## src/rtl/rvj1_ifu.sv

```systemverilog
// rtl/rvj1_ifu.sv - rvj1 instruction fetch unit: credit-limited word fetch, in-order buffer, jump redirect
//
// Optional feature macro: RVJ1_IFU_PC_OUT_EN
//   defined   -> adds output ifu_pc_o, the fetch address of the buffered head word
//   undefined -> no PC port and no PC storage
//
// Parameters:
//   BOOT_ADDR   PC after reset, word aligned
//   FIFO_DEPTH  instruction buffer entries (power of two, >= 2); also caps outstanding requests
//
// Ports:
//   clk_i, rst_i       clock, asynchronous active-high reset
//   instr_req_o        fetch request, held stable until granted
//   instr_addr_o       fetch word address
//   instr_gnt_i        request accepted this cycle
//   instr_rvalid_i     in-order response valid
//   instr_rdata_i      response data
//   ifu_instr_o        instruction at buffer head
//   ifu_valid_o        buffer non-empty
//   ifu_ready_i        decoder takes the head this cycle
//   jmp_i, jmp_addr_i  one-cycle redirect strobe and target
//   ifu_pc_o           head PC (only with RVJ1_IFU_PC_OUT_EN)

module rvj1_ifu #(
    parameter logic [31:0] BOOT_ADDR  = 32'h0000_0000,
    parameter int unsigned FIFO_DEPTH = 4
) (
    input  logic        clk_i,
    input  logic        rst_i,
    output logic        instr_req_o,
    output logic [31:0] instr_addr_o,
    input  logic        instr_gnt_i,
    input  logic        instr_rvalid_i,
    input  logic [31:0] instr_rdata_i,
    output logic [31:0] ifu_instr_o,
    output logic        ifu_valid_o,
    input  logic        ifu_ready_i,
    input  logic        jmp_i,
    input  logic [31:0] jmp_addr_i
`ifdef RVJ1_IFU_PC_OUT_EN
    ,
    output logic [31:0] ifu_pc_o
`endif
);

    localparam int unsigned AW = (FIFO_DEPTH > 1) ? $clog2(FIFO_DEPTH) : 1;
    localparam int unsigned CW = AW + 1;
    localparam logic [CW:0] DEPTH_W = FIFO_DEPTH[CW:0];

    typedef enum logic [0:0] {
        S_FETCH    = 1'b0,
        S_JMP_PEND = 1'b1
    } state_t;

    state_t        r_state;
    logic [31:0]   r_addr;
    logic [31:0]   r_jmp_pend_addr;
    logic [31:0]   r_fifo_data [FIFO_DEPTH];
    logic [AW-1:0] r_wptr;
    logic [AW-1:0] r_rptr;
    logic [CW-1:0] r_count;
    logic [CW-1:0] r_outst;
    logic [CW-1:0] r_discard;

    logic [31:0]   w_tgt;
    logic [CW:0]   w_inflight;
    logic          w_credit;
    logic          w_req;
    logic          w_gnt;
    logic          w_resp;
    logic          w_push;
    logic          w_drop;
    logic          w_pop;
    logic          w_flush;
    logic [CW-1:0] w_outst_nxt;

    assign w_tgt = jmp_addr_i & 32'hFFFF_FFFC;

    // Buffered words plus words still owed by memory must fit in the buffer,
    // so every response can always be pushed without a full check.
    assign w_inflight = {1'b0, r_count} + {1'b0, r_outst};
    assign w_credit   = (w_inflight < DEPTH_W);

    // Credit can only grow while a request waits (pops, responses, flushes),
    // so a raised request stays raised until granted. JMP_PEND holds it explicitly.
    assign w_req = !rst_i && ((r_state == S_JMP_PEND) || w_credit);
    assign w_gnt = w_req && instr_gnt_i;

    // Responses with nothing outstanding are leftovers from before a reset.
    assign w_resp = instr_rvalid_i && (r_outst != '0);
    assign w_push = w_resp && (r_discard == '0);
    assign w_drop = w_resp && (r_discard != '0);
    assign w_pop  = ifu_valid_o && ifu_ready_i;

    // A jump seen in FETCH flushes at once (even if the request is stalled and
    // the FSM parks in JMP_PEND); the stalled request flushes again on its grant,
    // which also catches a newer jump arriving on that same grant cycle.
    assign w_flush = (jmp_i && (r_state == S_FETCH)) || (w_gnt && (r_state == S_JMP_PEND));

    assign w_outst_nxt = r_outst + {{(CW-1){1'b0}}, w_gnt} - {{(CW-1){1'b0}}, w_resp};

    always_ff @(posedge clk_i or posedge rst_i) begin
        if (rst_i) begin
            r_state         <= S_FETCH;
            r_addr          <= BOOT_ADDR;
            r_jmp_pend_addr <= BOOT_ADDR;
            r_wptr          <= '0;
            r_rptr          <= '0;
            r_count         <= '0;
            r_outst         <= '0;
            r_discard       <= '0;
            for (int i = 0; i < int'(FIFO_DEPTH); i++) begin
                r_fifo_data[i] <= '0;
            end
        end else begin
            r_outst <= w_outst_nxt;

            if (w_flush) begin
                r_wptr  <= '0;
                r_rptr  <= '0;
                r_count <= '0;
            end else begin
                if (w_push) begin
                    r_fifo_data[r_wptr] <= instr_rdata_i;
                    r_wptr              <= r_wptr + 1'b1;
                end
                if (w_pop) begin
                    r_rptr <= r_rptr + 1'b1;
                end
                case ({w_push, w_pop})
                    2'b10:   r_count <= r_count + 1'b1;
                    2'b01:   r_count <= r_count - 1'b1;
                    default: r_count <= r_count;
                endcase
            end

            // On a redirect everything still owed by memory is wrong-path,
            // including a request granted on the redirect cycle itself.
            if (w_flush) begin
                r_discard <= w_outst_nxt;
            end else if (w_drop) begin
                r_discard <= r_discard - 1'b1;
            end

            case (r_state)
                S_FETCH: begin
                    if (jmp_i && w_req && !instr_gnt_i) begin
                        r_state         <= S_JMP_PEND;
                        r_jmp_pend_addr <= w_tgt;
                    end else if (jmp_i) begin
                        r_addr <= w_tgt;
                    end else if (w_gnt) begin
                        r_addr <= r_addr + 32'd4;
                    end
                end
                S_JMP_PEND: begin
                    if (w_gnt) begin
                        r_state <= S_FETCH;
                        r_addr  <= jmp_i ? w_tgt : r_jmp_pend_addr;
                    end else if (jmp_i) begin
                        r_jmp_pend_addr <= w_tgt;
                    end
                end
                default: r_state <= S_FETCH;
            endcase
        end
    end

    assign instr_req_o  = w_req;
    assign instr_addr_o = r_addr;
    assign ifu_instr_o  = r_fifo_data[r_rptr];
    assign ifu_valid_o  = (r_count != '0);

`ifdef RVJ1_IFU_PC_OUT_EN
    // Address of every granted request, consumed in response order
    // (discarded responses consume their entry too).
    logic [31:0]   r_aq [FIFO_DEPTH];
    logic [31:0]   r_fifo_pc [FIFO_DEPTH];
    logic [AW-1:0] r_aq_wptr;
    logic [AW-1:0] r_aq_rptr;

    always_ff @(posedge clk_i or posedge rst_i) begin
        if (rst_i) begin
            r_aq_wptr <= '0;
            r_aq_rptr <= '0;
            for (int i = 0; i < int'(FIFO_DEPTH); i++) begin
                r_aq[i]      <= BOOT_ADDR;
                r_fifo_pc[i] <= BOOT_ADDR;
            end
        end else begin
            if (w_gnt) begin
                r_aq[r_aq_wptr] <= r_addr;
                r_aq_wptr       <= r_aq_wptr + 1'b1;
            end
            if (w_resp) begin
                r_aq_rptr <= r_aq_rptr + 1'b1;
            end
            if (w_push && !w_flush) begin
                r_fifo_pc[r_wptr] <= r_aq[r_aq_rptr];
            end
        end
    end

    assign ifu_pc_o = r_fifo_pc[r_rptr];
`endif

endmodule
```

## config.mk

```make
export PLATFORM = sky130hd
export DESIGN_NAME = rvj1_ifu
export DESIGN_NICKNAME = d
export VERILOG_FILES = /design/src/rtl/rvj1_ifu.sv
export SDC_FILE = /design/constraint.sdc
export NUM_CORES = 1
export LEC_CHECK = 0
export CELL_PAD_IN_SITES_DETAIL_PLACEMENT = 1
export CELL_PAD_IN_SITES_GLOBAL_PLACEMENT = 1
export CORE_ASPECT_RATIO = 0.9
export CORE_MARGIN = 2
export CORE_UTILIZATION = 40
export DETAILED_ROUTE_END_ITERATION = 16
export PLACE_DENSITY_LB_ADDON = 0.1
export SYNTH_ARGS = -nofsm -noshare
export SYNTH_HDL_FRONTEND = slang
export SYNTH_SLANG_ARGS = --single-unit
```

## constraint.sdc

```tcl
create_clock -name clk_i -period 6.5 [get_ports clk_i]
set_input_delay 1.3 -clock clk_i [delete_from_list [all_inputs] [get_ports clk_i]]
set_output_delay 1.3 -clock clk_i [all_outputs]
set_load 0.005 [all_outputs]
```

### Yosys cells after proc, flatten, opt, wreduce, memory -nomap -nowiden

Index checks and enable logic that the tools add are counted.

| operators by class | value |
|---|---|
| reductions and logical operators | 26 |
| bitwise operators | 4 |
| equal/unequal tests | 7 |
| add/subtract/negate cells | 9 |
| magnitude comparators | 4 |
| multiplexer cells | 26 |

Operators with widths:

| cell | count |
|---|---|
| 2-to-1 mux 32 bit | 10 |
| bitwise mux 128 bit | 1 |
| one-hot mux 32 bit (2 select lines) | 2 |
| binary-select mux 32 bit (select 2 bit) | 1 |
| demux 32 bit (select 2 bit) | 1 |
| adder 32 x 3 -> 32 bit (second input constant) | 1 |
| nonzero test 3 bit | 4 |
| logical AND 1 bit | 11 |
| 2-to-1 mux 3 bit | 3 |
| 2-to-1 mux 2 bit | 4 |
| >= comparator 3 bit (second input constant) | 2 |
| NOT 2 -> 3 bit | 2 |
| one-hot mux 3 bit (2 select lines) | 1 |
| nonzero test 2 bit | 3 |
| subtractor 3 x 1 -> 3 bit (second input constant) | 2 |
| adder 2 x 1 -> 2 bit (second input constant) | 2 |
| adder 3 x 3 -> 4 bit | 1 |
| less-than comparator 4 x 3 -> 1 bit (second input constant) | 1 |
| inequality test 2 x 1 -> 1 bit (second input constant) | 2 |
| inequality test 2 bit (second input constant) | 2 |
| AND reduction 2 bit | 2 |
| adder 3 x 1 -> 3 bit | 1 |
| adder 3 x 1 -> 3 bit (second input constant) | 1 |
| logical NOT 3 bit | 1 |
| other kinds (11) | 15 |

| word-level totals | value |
|---|---|
| input bits | 70 |
| register bits | 206 |
| output and inout bits | 66 |

### Depth between registers and ports, before layout

| depth | value |
|---|---|
| depth in word-level cells | 9 |
| mapped depth | 13 |

### Worst setup path before layout

No wires, ideal clock.

| timing | value |
|---|---|
| kind | in2reg |
| start | in instr_gnt_i |
| end | reg r_discard[2] |
| path slack | 3.251 ns |
| cell stages on the path | 12 |
| arrival time | 3.167 ns |
| library setup time | 0.083 ns |
| path buffers | 0 |
| path through | nor2b_1 -> o211a_1 -> inv_1 -> ha_1 -> inv_1 -> ha_1 -> inv_1 -> fa_1 -> xnor2_1 -> xnor2_1 -> nand2_1 -> o21ai_0 |

| on the way | value |
|---|---|
| cells in the longest elaborated chain, start to end | 4 |

Ends and longest elaborated chain:

| what | line | RTL |
|---|---|---|
| start: declaration | 32 | `input logic instr_gnt_i,` |
| logical AND 1 bit | 87 | `assign w_gnt = w_req && instr_gnt_i;` |
| adder 3 x 1 -> 3 bit | 100 | `assign w_outst_nxt = r_outst + {{(CW-1){1'b0}}, w_gnt} - {{(CW-1){1'b0}}, w_resp};` |
| subtractor 3 x 1 -> 3 bit | 100 |  |
| named net w_outst_nxt[2] | 75 | `logic [CW-1:0] w_outst_nxt;` |
| 2-to-1 mux 3 bit | 139 | `if (w_flush) begin` |
| end signal: assignment | 140 | `r_discard <= w_outst_nxt;` |
| end signal: assignment | 142 | `r_discard <= r_discard - 1'b1;` |
| end: declaration | 63 | `logic [CW-1:0] r_discard;` |

The timed path passes the listed nets, and every way through them passes these cells.
A chain may end at the register's enable or synchronous reset.

### Final worst setup path

| timing | value |
|---|---|
| start | reg r_rptr[1] |
| end | out ifu_instr_o[15] |

| on the way | value |
|---|---|
| cells in the longest elaborated chain, start to end | 4 |

Ends and longest elaborated chain:

| what | line | RTL |
|---|---|---|
| start: declaration | 60 | `logic [AW-1:0] r_rptr;` |
| start signal: assignment | 128 | `r_rptr <= r_rptr + 1'b1;` |
| NOT 2 -> 3 bit (not written as such) | 171 | `assign ifu_instr_o = r_fifo_data[r_rptr];` |
| binary-select mux 32 bit (select 2 bit) | 171 |  |
| 2-to-1 mux 32 bit (not written as such) (2 in series) | 171 |  |
| end: declaration | 35 | `output logic [31:0] ifu_instr_o,` |

No other way between the ends. The select of a mux whose other input is x is not followed.

==> summary.md <==
| Metric | Value |
|---|---|
| Outcome | `complete, no violations` |
| DRT Wirelength | `25200 um` |
| Least-Margin Pin Slew | `roughly 1.1 ns` |
| Fin util | `50.6%` |
| CTS Buf Count | `24` |
| Finished layout cell area | `12300 um^2` |
| DRC viols | `0` |
| WL/cell | `20.0 um` |
| CTS H-Tree Depth | `1` |
| Total power | `approximately 5.5 mW` |
| Max Clock Skew | `approximately 0.0075 ns` |
| Final clock period utilization by the worst path | `60.1%` |
| Unrepaired setup endpoints after global routing | `no` |
| Final Max Slew Viols | `0` |
| Postcts setup bufs | `0` |
| Synthesized flop and latch total | `206` |
| Worst EP required | `5.20 ns` |
| FP Rows | `between 50 and 60` |
| Die Wd | `170 um` |
| Total global routing overflow | `0` |
| I/O pins | `136` |
| Syn Nets | `between 800 and 900` |
| Hold Slack | `0.494 ns` |
| Yosys cell types | `a little under 60` |
| Die Footprint | `26200 um^2` |
| Seq/Total Area, Yosys | `51.7%` |
| CTS root buffer | `clkbuf_16` |
| Setup TNS | `0 ns` |
| Critical path arrival | `approximately 2.6 ns` |
| Largest delay share family, worst path | `flip-flops` |
| Critical Path End Type | `primary output` |
| Layout cell share with drive strength beyond 1 | `26.8%` |
| Async SR Flop Fraction | `100%` |
| Mapped cell area | `9970 um^2` |
| CTS Buffer Depth | `3` |
| F_max | `roughly 260 MHz` |
| Layout area overhead | `23.8%` |
| CTS Hold Bufs | `0` |
| Final setup viols | `0` |
| Avg Cell Area, Syn | `12.6 um^2` |
| Initial antenna violation count | `2` |
| Critical-path top delay cell | `dfrtp_2` |
| Post-CTS Resized | `0` |
| Fin crit period | `approximately 3.9 ns` |
| Max incr delay on CP | `1.00 ns` |
| Synth Warn # | `0` |
| GRT Util Overall | `19.6%` |
| Slew HR | `29.1%` |
| Final std cells w/o fill | `1261` |
| Vias after detailed routing | `~7000` |
| Pin count of the biggest net entering global routing | `164` |
| Post-DRT Antenna Nets | `0` |
| Most common cell in the synthesized netlist | `dfrtp_1` |
| Area taken by flip-flops and latches | `5160 um^2` |
| Synth top area share | `between 50% and 60%` |
| Cell Area, Placed | `between 10000 and 15000 um^2` |
| Area of the multi-input gates | `about 4500 um^2` |
| Critical path, cell by cell | `mux4_2 -> clkdlybuf4s50_1` |
| Setup Slack @ Placement | `2.13 ns` |
| Worst Path Buf+Inv | `1` |
| Max IR drop VDD | `0.193 mV` |
| Starting Density | `40.9%` |
| First-pass DRT Iterations | `4` |
| Setup ws final | `2.60 ns` |
| ANT cells | `0` |
| Post-Synthesis Cells | `793` |
| Post-synth EDFFs | `0` |
| First-pass GRT wire length | `approximately 41000 um` |
| GP Congestion | `0.783` |
| CORE AREA | `24400 um^2` |
| Cells after DPL | `1218` |
| PortBufs | `133` |
| PD cells | `around 440 nW/um^2` |
| Nets | `991` |
| Critical Path Start Type | `flop` |
| Hold Vio Cnt, Final | `0` |
| Critical Setup Path Class | `flop to primary output` |
| Fillers | `2479` |
| Die H | `154 um` |
| DRT iter0 DRCs | `303` |
| DP HPWL | `16300 um` |
| Pleak | `approximately 5.4 nW` |
| Clock sink total | `approximately 200` |
| Via-to-Cell Ratio | `5.43` |
| CP max FO | `33` |
| Ys flop type | `dfrtp_1` |
| CTS tree | `yes` |
| Most frequent cells after synthesis | `206 x dfrtp_1, 151 x mux2_2, 62 x nand2_1, 51 x o21ai_0, 38 x nor2_1` |
| Cell accounting for the most synthesized area | `dfrtp_1` |
| Vias in the first global route | `between 7000 and 8000` |
| Worst-skew pair later-pin latency | `0.51 ns` |
| Hold Crit Class | `flop to flop` |
| Max cap viols | `0` |
| Worst-path clk slew | `0.06 ns` |
| Top post-synthesis cells by area | `dfrtp_1 52%, mux2_2 17%, mux4_2 7.2%` |
state kept, by name (all words and copies together), names as in the netlist:
signal / count
r_outst: 3
r_fifo_data: 128
r_wptr: 2
r_discard: 3
r_count: 3
r_jmp_pend_addr: 32
instr_addr_o: 32
r_state: 1
r_rptr: 2
routing by layer:
metal / global-route usage [%] / vias to the layer above / routed length, um
met4: 4.23 / 4 / 403
met3: 4.07 / 34 / 1230
met5: 0 / - / 30
met2: 34.1 / 142 / 12700
met1: 25.1 / 3528 / 10900
li1: - / 3133 / -
worst paths after layout:
path	cells past startpoint	slack, ns	to	start
worst max-delay path	2	2.60	ifu_instr_o[15]	r_rptr[1]
worst min-delay path	1	0.49	r_fifo_data[126]	r_fifo_data[126]
worst max register to register	4	3.45	r_fifo_data[87]	r_state
worst min register to register	1	0.49	r_fifo_data[126]	r_fifo_data[126]
max in group asynchronous	3	3.63	r_fifo_data[67]	rst_i
min in group asynchronous	2	1.47	r_outst[1]	rst_i
area by class of cell:
| type | instances | area share, % |
|---|---|---|
| sequential | 206 | 41.8 |
| multi-input combinational | 519 | 36.5 |
| timing repair buffer | 139 | 11.2 |
| clock buffer | 37 | 5.83 |
| tap | 336 | 3.41 |
| clock inverter | 6 | 0.740 |
| inverter | 18 | 0.578 |
layout by cell type, fill, tap and decap left out, drive strengths merged, types with 17 or more instances in the layout:
cell / n
dfrtp: 206
mux2: 159
inv: 17
clkbuf: 37
a21oi: 37
nor2: 38
mux4: 32
nand2: 62
clkdlybuf4s50: 132
o21ai: 53
where the power goes:
part / internal (mW) / total, mW / switching, mW
Sequential: 1.72 / 2.09 / 0.363
Combinational: 1.17 / 2.01 / 0.840
Clock: 0.839 / 1.37 / 0.529
Total: 3.73 / 5.46 / 1.73
worst register-to-register path: stages (launching register included):
cell     delay (ns)
dfrtp_1        0.32
buf_4          0.45
mux2i_2        0.58
nand3_2        0.91
mux2_1         0.68
kinds of logic (layout without fill, tap and decap cells):
| logic type | after synthesis | count (layout) | share of synthesized area (%) |
|---|---|---|---|
| compound gates | 139 | 139 | 8.31 |
| xor+xnor | 12 | 12 | 1.05 |
| fa+ha+maj | 13 | 13 | 1.78 |
| buf+inv | 68 | 200 | 3.21 |
| flops | 206 | 206 | 51.7 |
| mux | 197 | 197 | 25.8 |
| simple gates | 158 | 158 | 8.12 |
(Power assumes the default switching activity.)
